<file path="src/rtl/dither_pkg.sv">
// dither_pkg: shared types and constants for the dithered rectangle fill.
//   state_t      - fill sequencer states
//   DEF_*        - default parameter values for dither_fill
//   lane_nbyte() - byte lane (address[1:0]) to active-low byte enables
package dither_pkg;

  typedef enum logic [1:0] {IDLE, CLEAR, CALC, WRITE} state_t;

  localparam int DEF_SCREEN_W = 640;
  localparam int DEF_IN_BITS  = 8;
  localparam int DEF_OUT_BITS = 3;
  localparam int DEF_ADDR_W   = 18;

  function automatic logic [3:0] lane_nbyte(input logic [1:0] lane);
    return ~(4'b0001 << lane);
  endfunction

endpackage

</file>
<file path="src/rtl/dither_quant.sv">
// dither_quant: combinational error-diffusion quantiser.
//   colour - requested colour (IN_BITS)
//   carry  - error carried from the pixel to the left (signed IN_BITS+2)
//   below  - error pushed down from the row above (signed IN_BITS+2)
//   v      - saturated corrected value
//   q      - rounded OUT_BITS drawn colour
//   err    - residual v - (q << (IN_BITS-OUT_BITS)), signed IN_BITS+2
module dither_quant
  import dither_pkg::*;
#(
  parameter int IN_BITS  = DEF_IN_BITS,
  parameter int OUT_BITS = DEF_OUT_BITS
) (
  input  logic        [IN_BITS-1:0]  colour,
  input  logic signed [IN_BITS+1:0]  carry,
  input  logic signed [IN_BITS+1:0]  below,
  output logic        [IN_BITS-1:0]  v,
  output logic        [OUT_BITS-1:0] q,
  output logic signed [IN_BITS+1:0]  err
);
  localparam int SH = IN_BITS - OUT_BITS;
  // Two spare headroom bits above the sign so no operand mix can wrap.
  localparam int SW = IN_BITS + 4;

  logic signed [SW-1:0]       sum;
  logic        [OUT_BITS-1:0] qt;

  always_comb begin
    sum = $signed({4'b0000, colour})
        + {{2{carry[IN_BITS+1]}}, carry}
        + {{2{below[IN_BITS+1]}}, below};
    if (sum[SW-1])                v = '0;
    else if (|sum[SW-2:IN_BITS])  v = '1;
    else                          v = sum[IN_BITS-1:0];
    qt = v[IN_BITS-1 -: OUT_BITS];
    // Round half up, but never wrap the top code back to zero.
    q   = (v[SH-1] && !(&qt)) ? qt + OUT_BITS'(1) : qt;
    err = $signed({2'b00, v}) - $signed({2'b00, q, {SH{1'b0}}});
  end

endmodule

</file>
<file path="src/rtl/dither_fill.sv">
// dither_fill: fills an inclusive rectangle with an error-diffused colour,
// one byte write per pixel through a 32-bit req/ack memory port.
//   clk, reset        - clock, synchronous active-high reset
//   req/ack/busy      - command handshake; r0..r3 = x0,y0,x1,y1, r4 = colour
//   de_*              - memory write port (byte enables active low, write only)
// Build option: DITHER_2D_EN adds a per-column error buffer so half of each
// pixel's error is pushed to the row below; otherwise all error goes right.
module dither_fill
  import dither_pkg::*;
#(
  parameter int SCREEN_W = DEF_SCREEN_W,
  parameter int IN_BITS  = DEF_IN_BITS,
  parameter int OUT_BITS = DEF_OUT_BITS,
  parameter int ADDR_W   = DEF_ADDR_W
) (
  input  logic              clk,
  input  logic              reset,
  input  logic              req,
  output logic              ack,
  output logic              busy,
  input  logic [15:0]       r0,
  input  logic [15:0]       r1,
  input  logic [15:0]       r2,
  input  logic [15:0]       r3,
  input  logic [15:0]       r4,
  input  logic [15:0]       r5,
  input  logic [15:0]       r6,
  input  logic [15:0]       r7,
  output logic              de_req,
  input  logic              de_ack,
  output logic [ADDR_W-1:0] de_addr,
  output logic [3:0]        de_nbyte,
  output logic              de_rnw,
  output logic [31:0]       de_w_data,
  input  logic [31:0]       de_r_data
);
  localparam int EW = IN_BITS + 2;
  localparam int AW = ADDR_W + 2;
  localparam logic [15:0] SW16 = 16'(SCREEN_W);

  state_t                 state;
  logic [15:0]            xs, xe, ye, x, y;
  logic [IN_BITS-1:0]     colour;
  logic signed [EW-1:0]   carry, carry_n, below, err;
  logic [IN_BITS-1:0]     v;
  logic [OUT_BITS-1:0]    q;
  logic [AW-1:0]          pix_addr;
  logic                   last_x, last_y;

  assign pix_addr = AW'(32'(x) + 32'(y) * 32'(SCREEN_W));
  assign last_x   = (x == xe);
  assign last_y   = (y == ye);
  assign busy     = (state != IDLE);
  assign de_rnw   = 1'b0;

  logic unused;
  assign unused = ^{r4[15:IN_BITS], r5, r6, r7, de_r_data, v};

  dither_quant #(.IN_BITS(IN_BITS), .OUT_BITS(OUT_BITS)) u_quant (
    .colour (colour),
    .carry  (carry),
    .below  (below),
    .v      (v),
    .q      (q),
    .err    (err)
  );

`ifdef DITHER_2D_EN
  localparam int XW = (SCREEN_W > 1) ? $clog2(SCREEN_W) : 1;
  logic signed [EW-1:0] ebuf [SCREEN_W];
  logic [XW-1:0]        ex;
  logic                 eb_we;
  logic signed [EW-1:0] eb_wd;

  assign ex      = x[XW-1:0];
  assign below   = ebuf[ex];
  assign carry_n = err >>> 1;

  // CLEAR zeroes the span; CALC replaces the entry just consumed with the
  // share of error destined for the same column one row down.
  always_comb begin
    eb_we = (state == CLEAR) || (state == CALC);
    eb_wd = (state == CLEAR) ? '0 : err - carry_n;
  end

  always_ff @(posedge clk) begin
    if (eb_we) ebuf[ex] <= eb_wd;
  end
`else
  assign below   = '0;
  assign carry_n = err;
`endif

  always_ff @(posedge clk) begin
    if (reset) begin
      state  <= IDLE;
      ack    <= 1'b0;
      de_req <= 1'b0;
      carry  <= '0;
    end else begin
      ack <= 1'b0;
      case (state)
        IDLE: if (req) begin
          ack    <= 1'b1;
          xs     <= r0;
          xe     <= r2;
          ye     <= r3;
          x      <= r0;
          y      <= r1;
          colour <= r4[IN_BITS-1:0];
          carry  <= '0;
          if (!(r2 < r0 || r3 < r1 || r2 >= SW16)) state <= CLEAR;
        end
        CLEAR: begin
`ifdef DITHER_2D_EN
          if (last_x) begin
            x     <= xs;
            state <= CALC;
          end else begin
            x <= x + 16'd1;
          end
`else
          state <= CALC;
`endif
        end
        CALC: begin
          de_req    <= 1'b1;
          de_addr   <= pix_addr[AW-1:2];
          de_nbyte  <= lane_nbyte(pix_addr[1:0]);
          de_w_data <= {4{8'(q)}};
          // Error heading right past the span edge is dropped, which also
          // starts the next row with zero carry.
          carry     <= last_x ? '0 : carry_n;
          state     <= WRITE;
        end
        WRITE: if (de_ack) begin
          de_req <= 1'b0;
          if (last_x) begin
            x <= xs;
            if (last_y) begin
              state <= IDLE;
            end else begin
              y     <= y + 16'd1;
              state <= CALC;
            end
          end else begin
            x     <= x + 16'd1;
            state <= CALC;
          end
        end
        default: state <= IDLE;
      endcase
    end
  end

endmodule

</file>
<file path="config.mk">
export PLATFORM = sky130hd
export DESIGN_NAME = dither_fill
export DESIGN_NICKNAME = d
export VERILOG_FILES = /design/src/rtl/dither_pkg.sv /design/src/rtl/dither_quant.sv /design/src/rtl/dither_fill.sv
export SDC_FILE = /design/constraint.sdc
export NUM_CORES = 1
export LEC_CHECK = 0
export ABC_AREA = 1
export CORE_MARGIN = 2
export CORE_UTILIZATION = 30
export CTS_CLUSTER_DIAMETER = 200
export DETAILED_ROUTE_END_ITERATION = 16
export GPL_ROUTABILITY_DRIVEN = 0
export HOLD_SLACK_MARGIN = 0.08
export SLEW_MARGIN = 20
export SYNTH_ARGS = -nofsm -noshare
export SYNTH_HDL_FRONTEND = slang
export SYNTH_SLANG_ARGS = --single-unit
</file>
<file path="constraint.sdc">
create_clock -name clk -period 3.8 [get_ports clk]
set_input_delay 0.76 -clock clk [delete_from_list [all_inputs] [get_ports clk]]
set_output_delay 0.76 -clock clk [all_outputs]
set_load 0.03 [all_outputs]
</file>
==> results list <==
* Outcome: finished clean
- In this design, the stage delay of the slowest critical-path cell is 0.41 ns.
- The initial antenna violation count was 1.
- At the placement stage, the worst setup path has a slack of 0.3772 ns.
* Worst hold margin: 0.4698 ns
* Crit start category: register
- In the finished design, the share of the clock period the worst path needs comes to 0.9040.
* Clock-pin slew of the registers on the worst-case setup and hold paths: 0.06 ns
* Share of post-route cells with drive strength above 1: 0.08342
* Buffers and inverters on the worst path: 3
- The Yosys step of the flow raised 0 warnings.
- Once detail routing completed, the nets flagged for antenna violations numbered 0.
* Post-synthesis sequential element count: 126
- The root buffer cell chosen for the clock tree is clkbuf_16.
- Cell Chain, Critical Path: ha_1, inv_1, fa_1, nand3b_1, nand2_2, nand2_1, nand3_2, nand3_4, a21oi_1, ha_1, ha_1, nor2_4, inv_2, nand2_1, nand2_2, inv_1, fa_1, xor2_1, nand2_1, a21oi_1
- The total overflow left after global routing is 0.
- In this run the power density over the cells is 378.4 nW/um^2.
- Area Growth Syn to Fin: 24.59%
- The die is 169.0 um wide.
- Final Instance Area: 10170 um^2
* Post-route clock skew: 0.01375 ns
- Entering global routing, the biggest net connects 41 pins.
- Post-CTS repair changed the size of 0 cells.
- Full die area: 28560 um^2
- Routed WL: 19100 um
- Hold Vio Cnt, Final: 0
* Category of cells accounting for the largest share of critical-path delay: adder cells
* Crit path max fanout: 8
- The finished layout holds 1336 standard cells, fillers aside.
- Number of remaining DRC errors: 0
* Hold buffer count at CTS: 0
* Relative slew slack: 0.4202
- Number of placed cells counting well taps: 1304
* Area of the mapped netlist: 8167 um^2
* Worst slew pin tran: 0.8697 ns
* Post-route minimum period: 3.435 ns
- Worst ir drop on vdd: 0.3032 mV
- Across the run, the number of max-cap violations was 0.
* WL per Instance: 14.29 um
- Post-Place Cell Area: 9584 um^2
* Number of clock sinks seen by CTS: 126
- Final worst slack: 0.3648 ns
- At the end of the flow, the number of nets in the layout was 1226.
- Unrepaired setup endpoints after global routing: no
- After legalization and detailed placement, the total HPWL measured 14720 um.
* Cells after Synth: 865
- The compound-gate portion of the synthesized area came to 0.08335.
- In the routed layout, each cell is associated on average with a via count of 4.585.
- Number of fill cells in the layout: 2682
- Global-route wire length before repair: 30330 um
- Based on the critical path, the design can be clocked at up to 291.1 MHz.
- In the synthesized netlist the dominant register cell turns out to be edfxtp_1.
- In this run, synthesis inferred 113 flip-flops with an integrated enable.
* Height of the die: 169.0 um
* Clk_lat worst skew: 0.43 ns
- Multiplexer share of the synthesized area: 0
- Number of H-tree levels: 4
- Port buffering added 112 buffers.
- Vias in the first global route: 6012
* Initial drt markers: 273
- After floorplanning, the core was divided into 60 placement rows.
* Num ports: 222
- Required @ worst endpoint: 4.16 ns
- The path class of the tightest hold or removal check is reg -> reg.
- After synthesis, the largest family of logic cells by area is simple AND/OR/NAND/NOR gates.
- The clock passes through at most 2 buffers.
- The first detailed-routing pass ran for 5 iterations.
- The share of the Yosys chip area taken by registers is 0.4474.
* Number of failing setup endpoints in the final timing report: 0
* Antenna cell count: 0
- Proportion of synthesized flip-flops having asynchronous set or reset: 0
- Core Box Area: 26880 um^2
- By startpoint and endpoint, the worst setup path is classified as reg -> reg.
- Number of clock buffers inserted by TritonCTS: 17
- TritonCTS clock tree: built
* Slowest cell on the critical path: fa_1
- Of the total synthesized cell area, the portion taken by XOR and XNOR cells is 0.07400.
- Combined global-route utilization of all metal layers: 0.1367
- Total via count in the routed design: 6126
- Adder-cell area share of the yosys netlist: 0.1262
- Post-route core utilization: 0.3786
- Initial core utilization: 0.3039
- The worst setup path is captured at a register.
- The count of pins over their slew limit was 0.
* Setup Buffers After CTS: 0
- The completed layout was analyzed and its total power is 3.851 mW.
- Average instance area after synthesis: 9.441 um^2
* Data arrival time of the critical path: 3.79 ns
* Leak Pwr: 4.246 nW
- Post-synthesis simple-gate area fraction: 0.1786
* Number of library cell types mapped by synthesis: 52
- Setup total negative slack on the finished layout was measured at 0 ns.
[sequential cells by signal, indices dropped and copies added (netlist names), 8 cells and up]
register,count
de_addr,18
x,16
xe,16
xs,16
y,16
ye,16
carry,9
colour,8
[power breakdown]
group	switching [mW]	internal (mW)	leakage (nW)
sequential	0.0379	1.58	1.15
clock	0.709	0.934	0.285
combinational	0.333	0.259	2.81
[final timing paths]
kind,from,endpoint,slack [ns],depth (start not counted)
worst min-delay path,carry[2]$_SDFFE_PP0P_,carry[2]$_SDFFE_PP0P_,0.47,2
worst max-delay path,carry[0]$_SDFFE_PP0P_,carry[7]$_SDFFE_PP0P_,0.36,20
worst max register to register,carry[0]$_SDFFE_PP0P_,carry[7]$_SDFFE_PP0P_,0.36,20
worst min register to register,carry[2]$_SDFFE_PP0P_,carry[2]$_SDFFE_PP0P_,0.47,2
[cells in the final DEF (no fill, tap or decap), drive strengths merged, types with 2 or more instances in the layout]
master	n
nand2	180
o22ai	5
xor2	35
a21o	3
o211ai	6
nand3	44
fa	4
nand4	18
o221ai	6
edfxtp	113
xnor2	34
nor2	53
or2	4
nor3	9
a211oi	2
clkbuf	17
conb	21
a31oi	3
o21ai	33
a21oi	53
dfxtp	13
ha	76
inv	128
clkdlybuf4s50	112
clkinvlp	2
buf	9
nor4	2
[cell usage after synthesis, types with 5 or more instances]
library cell | number | area [um^2]
o22ai_1 | 5 | 31.28
buf_4 | 30 | 225.2
nor2_1 | 46 | 172.7
nand3_1 | 37 | 185.2
xnor2_1 | 34 | 297.8
ha_1 | 76 | 950.9
nand4_1 | 16 | 100.1
nand2_2 | 7 | 43.79
xor2_1 | 35 | 306.5
dfxtp_1 | 13 | 260.3
edfxtp_1 | 113 | 3393
o221ai_1 | 6 | 52.55
nand2_1 | 172 | 645.6
o21ai_0 | 24 | 120.1
nand3_2 | 6 | 60.06
a21oi_1 | 51 | 255.2
inv_1 | 114 | 427.9
clkbuf_1 | 5 | 18.77
o21ai_1 | 8 | 40.04
[routing by layer]
| layer | wire, um | track usage |
|---|---|---|
| met1 | 8599 | 0.1707 |
| met2 | 9205 | 0.2318 |
| met3 | 1007 | 0.03390 |
| met4 | 272 | 0.04534 |
| met5 | 13 | 0 |
[logic make-up after synthesis]
| group | after synthesis |
|---|---|
| xor gates and xnor gates | 69 |
| AOI/OAI and AO/OA | 116 |
| and+or+nand+nor | 313 |
| DFF | 126 |
| other | 1 |
| buffers and inverters | 160 |
| adders and majority gates | 80 |
[worst min-delay path: stages (launching register included)]
cell and delay (ns):
dfxtp_1 0.31, nand2_1 0.06, a21oi_1 0.06
[final cells by class]
cell class              count  area, um^2  share of cell area
clock buffers              17       425.4             0.04181
clock inverters            15       165.2             0.01623
inverters                 117       439.2             0.04316
multi-input cells         599        3864              0.3797
flip-flops and latches    126        3654              0.3591
well taps                 341       426.7             0.04193
repair buffers            121        1201              0.1181
Power figures use the tool's default switching activity.
